$ cat config.mk
export PLATFORM = sky130hd
export DESIGN_NAME = pin_event_monitor
export DESIGN_NICKNAME = d
export VERILOG_FILES = /design/src/rtl/pin_event_monitor_pkg.sv /design/src/rtl/pin_evt_fifo.sv /design/src/rtl/pin_event_monitor.sv
export SDC_FILE = /design/constraint.sdc
export NUM_CORES = 1
export LEC_CHECK = 0
export ABC_AREA = 1
export BUFFER_PORTS_ARGS = -buffer_cell sky130_fd_sc_hd__buf_2
export CORE_MARGIN = 2
export CORE_UTILIZATION = 55
export DETAILED_ROUTE_END_ITERATION = 10
export PLACE_DENSITY = 0.73
export SYNTH_ARGS = -nofsm -noshare
export SYNTH_HDL_FRONTEND = slang
export SYNTH_HIERARCHICAL = 1
export SYNTH_SLANG_ARGS = --single-unit
$ cat constraint.sdc
create_clock -name clk -period 6.35 [get_ports clk]
set_clock_uncertainty 0.2 [all_clocks]
set_input_delay 1.27 -clock clk [delete_from_list [all_inputs] [get_ports clk]]
set_output_delay 1.27 -clock clk [all_outputs]
set_load 0.03 [all_outputs]
$ cat src/rtl/pin_event_monitor_pkg.sv
// Shared definitions for the pin event monitor: parameter defaults, event
// record layout helpers and fixed output widths.
package pin_event_monitor_pkg;

  localparam int unsigned DEF_SYNC_STAGES = 2;
  localparam int unsigned DEF_DEBOUNCE    = 1;
  localparam int unsigned DEF_TS_WIDTH    = 16;
  localparam int unsigned DEF_FIFO_DEPTH  = 8;
  localparam bit          DEF_RESET_LEVEL = 1'b1;

  // edge_count is a fixed 16-bit wrapping counter
  localparam int unsigned EDGE_CNT_W = 16;

  // Event record is {rise, delta}: delta occupies [ts_w-1:0], rise sits at bit ts_w
  localparam int unsigned DELTA_LSB = 0;

  function automatic int unsigned evt_w(input int unsigned ts_w);
    return ts_w + 1;
  endfunction

  function automatic int unsigned rise_bit(input int unsigned ts_w);
    return ts_w;
  endfunction

endpackage

$ cat src/rtl/pin_evt_fifo.sv
// Synchronous event FIFO with registered pointers and occupancy count.
// Ports: clk, rst (async active-high), push/wdata write, pop read,
//        rdata shows the head entry, full/empty flags, level = entries queued.
// A push while full is only taken when a pop happens in the same cycle.
module pin_evt_fifo
  import pin_event_monitor_pkg::*;
#(
  parameter int unsigned WIDTH = 17,
  parameter int unsigned DEPTH = 8
) (
  input  logic                     clk,
  input  logic                     rst,
  input  logic                     push,
  input  logic                     pop,
  input  logic [WIDTH-1:0]         wdata,
  output logic [WIDTH-1:0]         rdata,
  output logic                     full,
  output logic                     empty,
  output logic [$clog2(DEPTH):0]   level
);

  localparam int unsigned AW    = $clog2(DEPTH);
  localparam int unsigned LVL_W = AW + 1;

  logic [WIDTH-1:0] mem [DEPTH];
  logic [AW-1:0]    wr_ptr;
  logic [AW-1:0]    rd_ptr;
  logic             do_push_c;
  logic             do_pop_c;

  assign full      = (level == LVL_W'(DEPTH));
  assign empty     = (level == '0);
  assign do_pop_c  = pop && !empty;
  assign do_push_c = push && (!full || pop);
  assign rdata     = mem[rd_ptr];

  // Storage, pointers and occupancy; pointers wrap naturally (DEPTH is a power of two)
  always_ff @(posedge clk or posedge rst) begin
    if (rst) begin
      wr_ptr <= '0;
      rd_ptr <= '0;
      level  <= '0;
      for (int i = 0; i < int'(DEPTH); i++) mem[i] <= '0;
    end else begin
      if (do_push_c) begin
        mem[wr_ptr] <= wdata;
        wr_ptr      <= wr_ptr + AW'(1);
      end
      if (do_pop_c) rd_ptr <= rd_ptr + AW'(1);
      level <= level + LVL_W'(do_push_c) - LVL_W'(do_pop_c);
    end
  end

endmodule

$ cat src/rtl/pin_event_monitor.sv
// Pin event monitor: synchronises and debounces one asynchronous pin,
// timestamps each accepted edge with the interval since the previous one
// and queues {rise, delta} events for a consumer.
// Ports: clk/rst (async active-high); en gates event queuing; pin_in raw pin;
//        clr_ovf clears the sticky overflow; evt_valid/evt_ready/evt_rise/
//        evt_delta present the FIFO head; level is the debounced pin level;
//        edge_count counts queued-or-dropped edges; fifo_level is occupancy.
module pin_event_monitor
  import pin_event_monitor_pkg::*;
#(
  parameter int unsigned SYNC_STAGES = DEF_SYNC_STAGES,
  parameter int unsigned DEBOUNCE    = DEF_DEBOUNCE,
  parameter int unsigned TS_WIDTH    = DEF_TS_WIDTH,
  parameter int unsigned FIFO_DEPTH  = DEF_FIFO_DEPTH,
  parameter bit          RESET_LEVEL = DEF_RESET_LEVEL
) (
  input  logic                          clk,
  input  logic                          rst,
  input  logic                          en,
  input  logic                          pin_in,
  input  logic                          clr_ovf,
  output logic                          evt_valid,
  input  logic                          evt_ready,
  output logic                          evt_rise,
  output logic [TS_WIDTH-1:0]           evt_delta,
  output logic                          level,
  output logic [EDGE_CNT_W-1:0]         edge_count,
  output logic                          overflow,
  output logic [$clog2(FIFO_DEPTH):0]   fifo_level
);

  localparam int unsigned EVT_W = evt_w(TS_WIDTH);
  localparam int unsigned R_BIT = rise_bit(TS_WIDTH);
  localparam int unsigned CNT_W = (DEBOUNCE > 1) ? $clog2(DEBOUNCE) : 1;

  logic [SYNC_STAGES-1:0] sync;
  logic [CNT_W-1:0]       cnt;
  logic [TS_WIDTH-1:0]    interval;
  logic                   s_c;
  logic                   accept_c;
  logic                   push_c;
  logic                   pop_c;
  logic                   drop_c;
  logic                   fifo_full_c;
  logic                   fifo_empty_c;
  logic [EVT_W-1:0]       head_c;
  logic [EVT_W-1:0]       wdata_c;

  assign s_c      = sync[SYNC_STAGES-1];
  assign accept_c = (s_c != level) && (cnt == CNT_W'(DEBOUNCE - 1));
  assign push_c   = accept_c && en;
  assign pop_c    = evt_valid && evt_ready;
  // An event is lost only when the FIFO is full and nothing leaves this cycle
  assign drop_c   = push_c && fifo_full_c && !evt_ready;

  assign wdata_c   = {s_c, interval};
  assign evt_valid = !fifo_empty_c;
  assign evt_rise  = head_c[R_BIT];
  assign evt_delta = head_c[DELTA_LSB +: TS_WIDTH];

  // Synchroniser, debounce, interval timer, edge counter and sticky overflow
  always_ff @(posedge clk or posedge rst) begin
    if (rst) begin
      sync       <= {SYNC_STAGES{RESET_LEVEL}};
      level      <= RESET_LEVEL;
      cnt        <= '0;
      interval   <= '0;
      edge_count <= '0;
      overflow   <= 1'b0;
    end else begin
      sync <= {sync[SYNC_STAGES-2:0], pin_in};

      if (accept_c) begin
        level <= s_c;
        cnt   <= '0;
      end else if (s_c != level) begin
        cnt <= cnt + CNT_W'(1);
      end else begin
        cnt <= '0;
      end

      // Interval restarts at 1 on an accepted edge and saturates instead of wrapping
      if (accept_c) interval <= TS_WIDTH'(1);
      else if (interval != {TS_WIDTH{1'b1}}) interval <= interval + TS_WIDTH'(1);

      if (push_c) edge_count <= edge_count + EDGE_CNT_W'(1);

      // A drop in the same cycle as clr_ovf keeps overflow set
      if (drop_c) overflow <= 1'b1;
      else if (clr_ovf) overflow <= 1'b0;
    end
  end

  pin_evt_fifo #(
    .WIDTH (EVT_W),
    .DEPTH (FIFO_DEPTH)
  ) u_fifo (
    .clk   (clk),
    .rst   (rst),
    .push  (push_c),
    .pop   (pop_c),
    .wdata (wdata_c),
    .rdata (head_c),
    .full  (fifo_full_c),
    .empty (fifo_empty_c),
    .level (fifo_level)
  );

endmodule

==> flow_summary_export.csv, run 1 <==
group,metric,value,unit
power,internal_power,2.33,mW
floorplanning,die_w,142,µm
synth,synth_area_leader_cell,"dfrtp_1",
synth,synth_fp_nets,1389,
timing,max_slew.worst_pin.slew,1010,ps
synth,ys.warnings.count,6,
synth,synth_edf_count,0,
global_routing,grt_usage,28.4,%
critical_path,slowest_stage,"clkinv_1",
global_routing,grt_pass1_wl,44.7,mm
critical_path,path_class,"flop to output port",
place,post-place-ws,2530,ps
floorplanning,ios,46,
clock_network,clockBufferDepth,2,
floorplanning,coreArea,18600,µm²
critical_path,critical_path.max_fanout,36,
drt,drc,0,
timing,finalMaxSlewViolations,0,
synth,synth_compound_area_share,0.780,%
timing,hold_viol,0,
layout,drive_above_1_share,10.4,%
drt,wl,27.8,mm
synth,yosys.area_share.adder,1.39,%
synth,ys_top_cells_by_area,"dfrtp_1 (43%), nand2_1 (22%), nand4_1 (8.9%)",
drt,drt-pass1-iter-count,5,
clock_network,cts_buffers,17,
global_routing,grt_max_degree,156,
clock_network,h-tree-depth,4,
clock_network,clk_pin_slew_worst_paths,70,ps
synth,synthXorXnorAreaFrac,1.43,%
power,ir_drop,0.272,mV
clock_network,cts_post_setup_buffers_inserted,0,
clock_network,cts_resized,0,
critical_path,max_stage_delay,650,ps
floorplanning,rows,50,
layout,diodes,0,
timing,relSlewSlack,32.8,%
timing,fin_ws,2190,ps
drt,vias,9105,
power,p_per_area,389,nW/µm²
synth,synth_top_family_by_area,"simple AND/OR/NAND/NOR gates",
drt,drt_iter0_drc,996,
synth,synth_cell_type_count,41,
worst_hold_path,min_path_type,"flop to flop",
synth,syn_inst,1372,
critical_path,cp_data_arrival_time,2690,ps
global_routing,grt-ovfl-total,0,
place,dp.cells,1567,
synth,synthArstFlopShare,100,%
power,p_sw,1.92,mW
synth,synth_top_flop_cell,"dfrtp_1",
synth,muxShareOfSynthArea,0,%
floorplanning,dieArea,20100,µm²
power,power_frac_seq,34.8,%
floorplanning,start_util,55.9,%
timing,rsz0062_at_grt,"false",
layout,nNetsFinal,1369,
place,port_buffers,45,
power,p_clk_share,24.5,%
floorplanning,fp.dieH,142,µm
synth,synth.most_common_cell,"nand2_1",
clock_network,cts_tree,"yes",
synth,synthTopCellsByCount,"nand2_1 (606), dfrtp_1 (179), nand4_1 (148), inv_1 (139), nand3_1 (77)",
place,gp_congestion,0.912,
timing,setup_violations,0,
place,dp_hpwl,16.8,mm
power,p_leak,5.92,nW
timing,period_needed,4160,ps
synth,synth_seq_cells,182,
clock_network,clockRootBuffer,"clkbuf_16",
layout,areaGrowthSynthToFinish,4.62,%
timing,tns,0,ps
critical_path,startpoint_type,"flop",
clock_network,clk_latency,430,ps
clock_network,cts_hold_buf,0,
run_status,status,"finished clean",
drt,via_per_inst,5.69,
global_routing,grt_antenna_before_repair,0,
power,pwr-share-comb,40.7,%
global_routing,grt_pass1_vias,8299,
drt,wl_per_cell,17.4,µm
job,cap_violations,0,
drt,final_antenna_net_count,0,
power,swShare,45.2,%
critical_path,end_kind,"output port",
synth,synth.avg_cell_area,7.60,µm²
synth,syn-cell-area,10400,µm²
synth,ys_seq_area_share,43.7,%
clock_network,cts.sinks,182,
timing,layout_worst_path_cycle_share,65.5,%
timing,max_freq,241,MHz
critical_path,path_common_cell,"nand2_1",
synth,synth_top_area_share,43.0,%
layout,instances_no_fill,1599,
critical_path,required,4880,ps
synth,yosys.area_share.simple,40.6,%
critical_path,worstPathCellList,"buf_4 > clkinv_1 > buf_4 > nand2_1 > nand2_1 > nand2_1 > nand2_1 > buf_2",
==> cells in the final DEF (no fill, tap or decap), types with 8 or more instances in the layout <==
cell	instances
nand2_1	606
dfrtp_1	178
nand4_1	148
inv_1	138
nand3_1	76
buf_2	45
nor2_1	26
clkbuf_16	17
nand2_2	13
o21ai_0	12
nand3_4	10
ha_1	10
xnor2_1	9
buf_4	9
xor2_1	8
inv_6	8
==> cell type report <==
type / instances / area [µm²]
timing repair buffer: 55 / 313
sequential: 182 / 4560
fill: 1687 / 7740
clock inverter: 15 / 143
tap: 234 / 293
inverter: 145 / 557
multi-input combinational: 951 / 4620
clock buffer: 17 / 425
==> registers in the layout, indices dropped and copies added, names as in the netlist <==
name and count:
edge_count 16, interval 16, u_fifo/mem 136, u_fifo/level 4
u_fifo/rd_ptr 3, overflow 1, sync 2, level 1
u_fifo/wr_ptr 3
==> kinds of logic (layout without fill, tap and decap cells) <==
family          Yosys count  count (layout)
xor+xnor                 17              17
buf+inv                 239             232
fa+ha+maj                11              11
compound gates           15              15
flops                   182             182
simple gates            908             908
==> power by group through the flow <==
stage               clock, mW  sequential, mW  combinational (mW)
floorplan                   0            1.50                1.28
global placement            0            1.49                1.69
detailed placement          0            1.49                1.71
CTS                      1.05            1.47                1.71
global route             1.10            1.50                1.89
finish                   1.04            1.48                1.73
==> critical path, delay by kind of cell, from the launching register on <==
family                 cells  cell delay, ps
DFF                        1             330
buffers and inverters      4            1650
and+or+nand+nor            4             270
==> stage by stage <==
stage / area, µm² / hold slack, ps / power, mW / util [%]
after floorplan: 10400 / 145 / 2.78 / -
after global placement: 10300 / 146 / 3.17 / 55.5
after detailed placement: 10300 / 147 / 3.20 / 55.5
after CTS: 10900 / 158 / 4.23 / 58.5
after global routing: 10900 / 167 / 4.49 / 58.5
final: 10900 / 157 / 4.24 / 58.5
==> final timing paths <==
path                                        from              end  slack, ps  cells past startpoint
worst max-delay path            u_fifo/rd_ptr[1]    evt_delta[15]       2190                      8
worst min-delay path                     sync[0]          sync[1]        160                      0
worst max register to register   u_fifo/level[1]  u_fifo/level[1]       3110                     13
worst min register to register           sync[0]          sync[1]        160                      0
max in group asynchronous                    rst   u_fifo/mem[85]       3970                      3
min in group asynchronous                    rst    edge_count[9]        790                      3
==> layer usage <==
| metal | share of wire (%) | routed length, µm | GRT usage, % |
|---|---|---|---|
| met1 | 43 | 12100 | 39.8 |
| met2 | 45 | 12600 | 43.1 |
| met3 | 8.3 | 2300 | 6.14 |
| met4 | 3.2 | 898 | 12.1 |
| met5 | 0 | 0 | 0 |
(Power assumes the default switching activity.)
==> run 2, diff against run 1 <==
==> constraint.sdc (replaced) <==
create_clock -name clk -period 3.9 [get_ports clk]
set_clock_uncertainty 0.2 [all_clocks]
set_input_delay 0.78 -clock clk [delete_from_list [all_inputs] [get_ports clk]]
set_output_delay 0.78 -clock clk [all_outputs]
set_load 0.03 [all_outputs]
==> flow_summary_export.csv, run 2 (synthesis gave the netlist of run 1 again) <==
group,metric,value,unit
run_status,status,"finished clean",
timing,period_needed,3280,ps
clock_network,clockRootBuffer,"clkbuf_16",
global_routing,grt_antenna_before_repair,0,
layout,diodes,0,
drt,wl,27.9,mm
floorplanning,start_util,55.9,%
critical_path,endpoint,"evt_delta[13]",
worst_hold_path,min_path_type,"flop to flop",
place,port_buffers,45,
job,cap_violations,0,
critical_path,path_class,"flop to output port",
timing,setup_violations,0,
power,p_per_area,658,nW/µm²
drt,wl_met3,2.75,mm
critical_path,cp.depth,8,
drt,drt-pass1-iter-count,5,
drt,final_antenna_net_count,0,
critical_path,critPathTopFamily,"buffers and inverters",
drt,drc,0,
timing,rsz0062_at_grt,"false",
clock_network,h-tree-depth,4,
clock_network,cts_hold_buf,0,
global_routing,grt-ovfl-total,0,
critical_path,path_common_cell,"nand2_1",
floorplanning,rows,50,
global_routing,grt_usage,28.5,%
layout,regMostFlops,"u_fifo/mem",
place,dp_hpwl,16.7,mm
drt,vias,9078,
critical_path,r2r-end,"u_fifo/mem[121]",
layout,drive_above_1_share,10.3,%
critical_path,path_buf_inv,2,
clock_network,cts_tree,"yes",
layout,final.fill_count,1676,
floorplanning,dieArea,20100,µm²
critical_path,startpoint_type,"flop",
clock_network,cts_resized,0,
critical_path,r2r_start,"sync[1]",
clock_network,clk_latency,430,ps
layout,largest_reg_flops,136,
timing,hold_viol,0,
critical_path,slowest_stage,"buf_4",
power,ir_drop,0.478,mV
layout,nNetsFinal,1369,
clock_network,cts_post_setup_buffers_inserted,0,
drt,via_per_inst,5.68,
floorplanning,ios,46,
critical_path,worstPathCellList,"buf_4 > nand2_1 > nand2_1 > nand2_1 > nand2_1 > nand2_1 > nand2_1 > buf_2",
critical_path,cp_data_arrival_time,2300,ps
critical_path,rr_worst_depth,8,
drt,drt_iter0_drc,1010,
power,p_leak,6.01,nW
clock_network,clk_pin_slew_worst_paths,70,ps
drt,wl_met1,11.8,mm
critical_path,critical_path.max_fanout,69,
critical_path,reg2reg_slack,1130,ps
floorplanning,die_w,142,µm
timing,max_slew.worst_pin.slew,809,ps
global_routing,grt_pass1_wl,44.7,mm
floorplanning,coreArea,18600,µm²
drt,wl_per_cell,17.5,µm
layout,final_util,59.5,%
clock_network,clockBufferDepth,2,
layout,mostFrequentLayoutCells,"nand2_1 (606), dfrtp_1 (178), nand4_1 (148), inv_1 (138), nand3_1 (76)",
timing,tns,0,ps
drt,routed-wl-met2,12.8,mm
critical_path,required,2920,ps
timing,finalMaxSlewViolations,0,
drt,highest_layer,"met4",
critical_path,end_kind,"output port",
global_routing,grt_max_degree,156,
clock_network,cts_buffers,17,
timing,layout_worst_path_cycle_share,84.2,%
place,gp_congestion,0.826,
floorplanning,fp.dieH,142,µm
timing,max_freq,305,MHz
critical_path,max_stage_delay,620,ps
layout,areaGrowthSynthToFinish,6.41,%
critical_path,cp-startpoint,"u_fifo/rd_ptr[0]",
global_routing,grt_pass1_vias,8382,
clock_network,cts.sinks,182,
layout,final_common_cell,"nand2_1",
timing,relSlewSlack,46.0,%
layout,biggestRegsByFlops,"u_fifo/mem: 136 flops, edge_count: 16 flops, interval: 16 flops",
[run 2: cell count changes in the layout (fill, tap and decap cells not counted), sizes merged]
cell / change
clkinv: +1
clkbuf: +1
inv: -6
bufinv: +7
clkinvlp: -3
[run 2: worst min path at each step]
stage / from / to / slack, ps / cells after the start
6_report: sync[0] / sync[1] / 160 / 0
5_1_grt: sync[0] / sync[1] / 170 / 0
4_1_cts: sync[0] / sync[1] / 160 / 0
3_5_place_dp: sync[0] / sync[1] / 150 / 0
3_3_place_gp: sync[0] / sync[1] / 150 / 0
2_1_floorplan: sync[0] / sync[1] / 150 / 0
[run 2: per-stage QoR]
step | total power, mW | cells | area, µm² | hold WS, ps | worst slack (ps)
final | 7.30 | 1599 | 11100 | 162 | 618
after global routing | 7.70 | 1599 | 11100 | 168 | 499
after CTS | 7.30 | 1599 | 11100 | 163 | 646
after detailed placement | 5.21 | 1567 | 10400 | 153 | 1090
after global placement | 5.17 | 1567 | 10400 | 153 | 1140
after floorplan | 4.53 | 1372 | 10400 | 145 | 998
[run 2: layer usage]
metal  vias to the layer above  GRT usage [%]
li1                       4300              -
met1                      4312           41.0
met2                       430           43.2
met3                        36           6.45
met4                         0           8.74
met5                         -              0
[run 2: layout make-up]
type	instances	area [µm²]	share of cell area, %
Multi-Input combinational cell	951	4620	41.6
Sequential cell	182	4560	41.1
Inverter	145	556	5.01
Clock buffer	18	429	3.87
Timing Repair Buffer	55	363	3.27
Tap cell	234	293	2.64
Clock inverter	14	277	2.49
[run 2: report_power, final]
part           switching (mW)  leakage [nW]  internal (mW)
Clock                   0.733         0.344           1.33
Sequential              0.276          2.45           2.14
Combinational            2.04          3.21          0.772
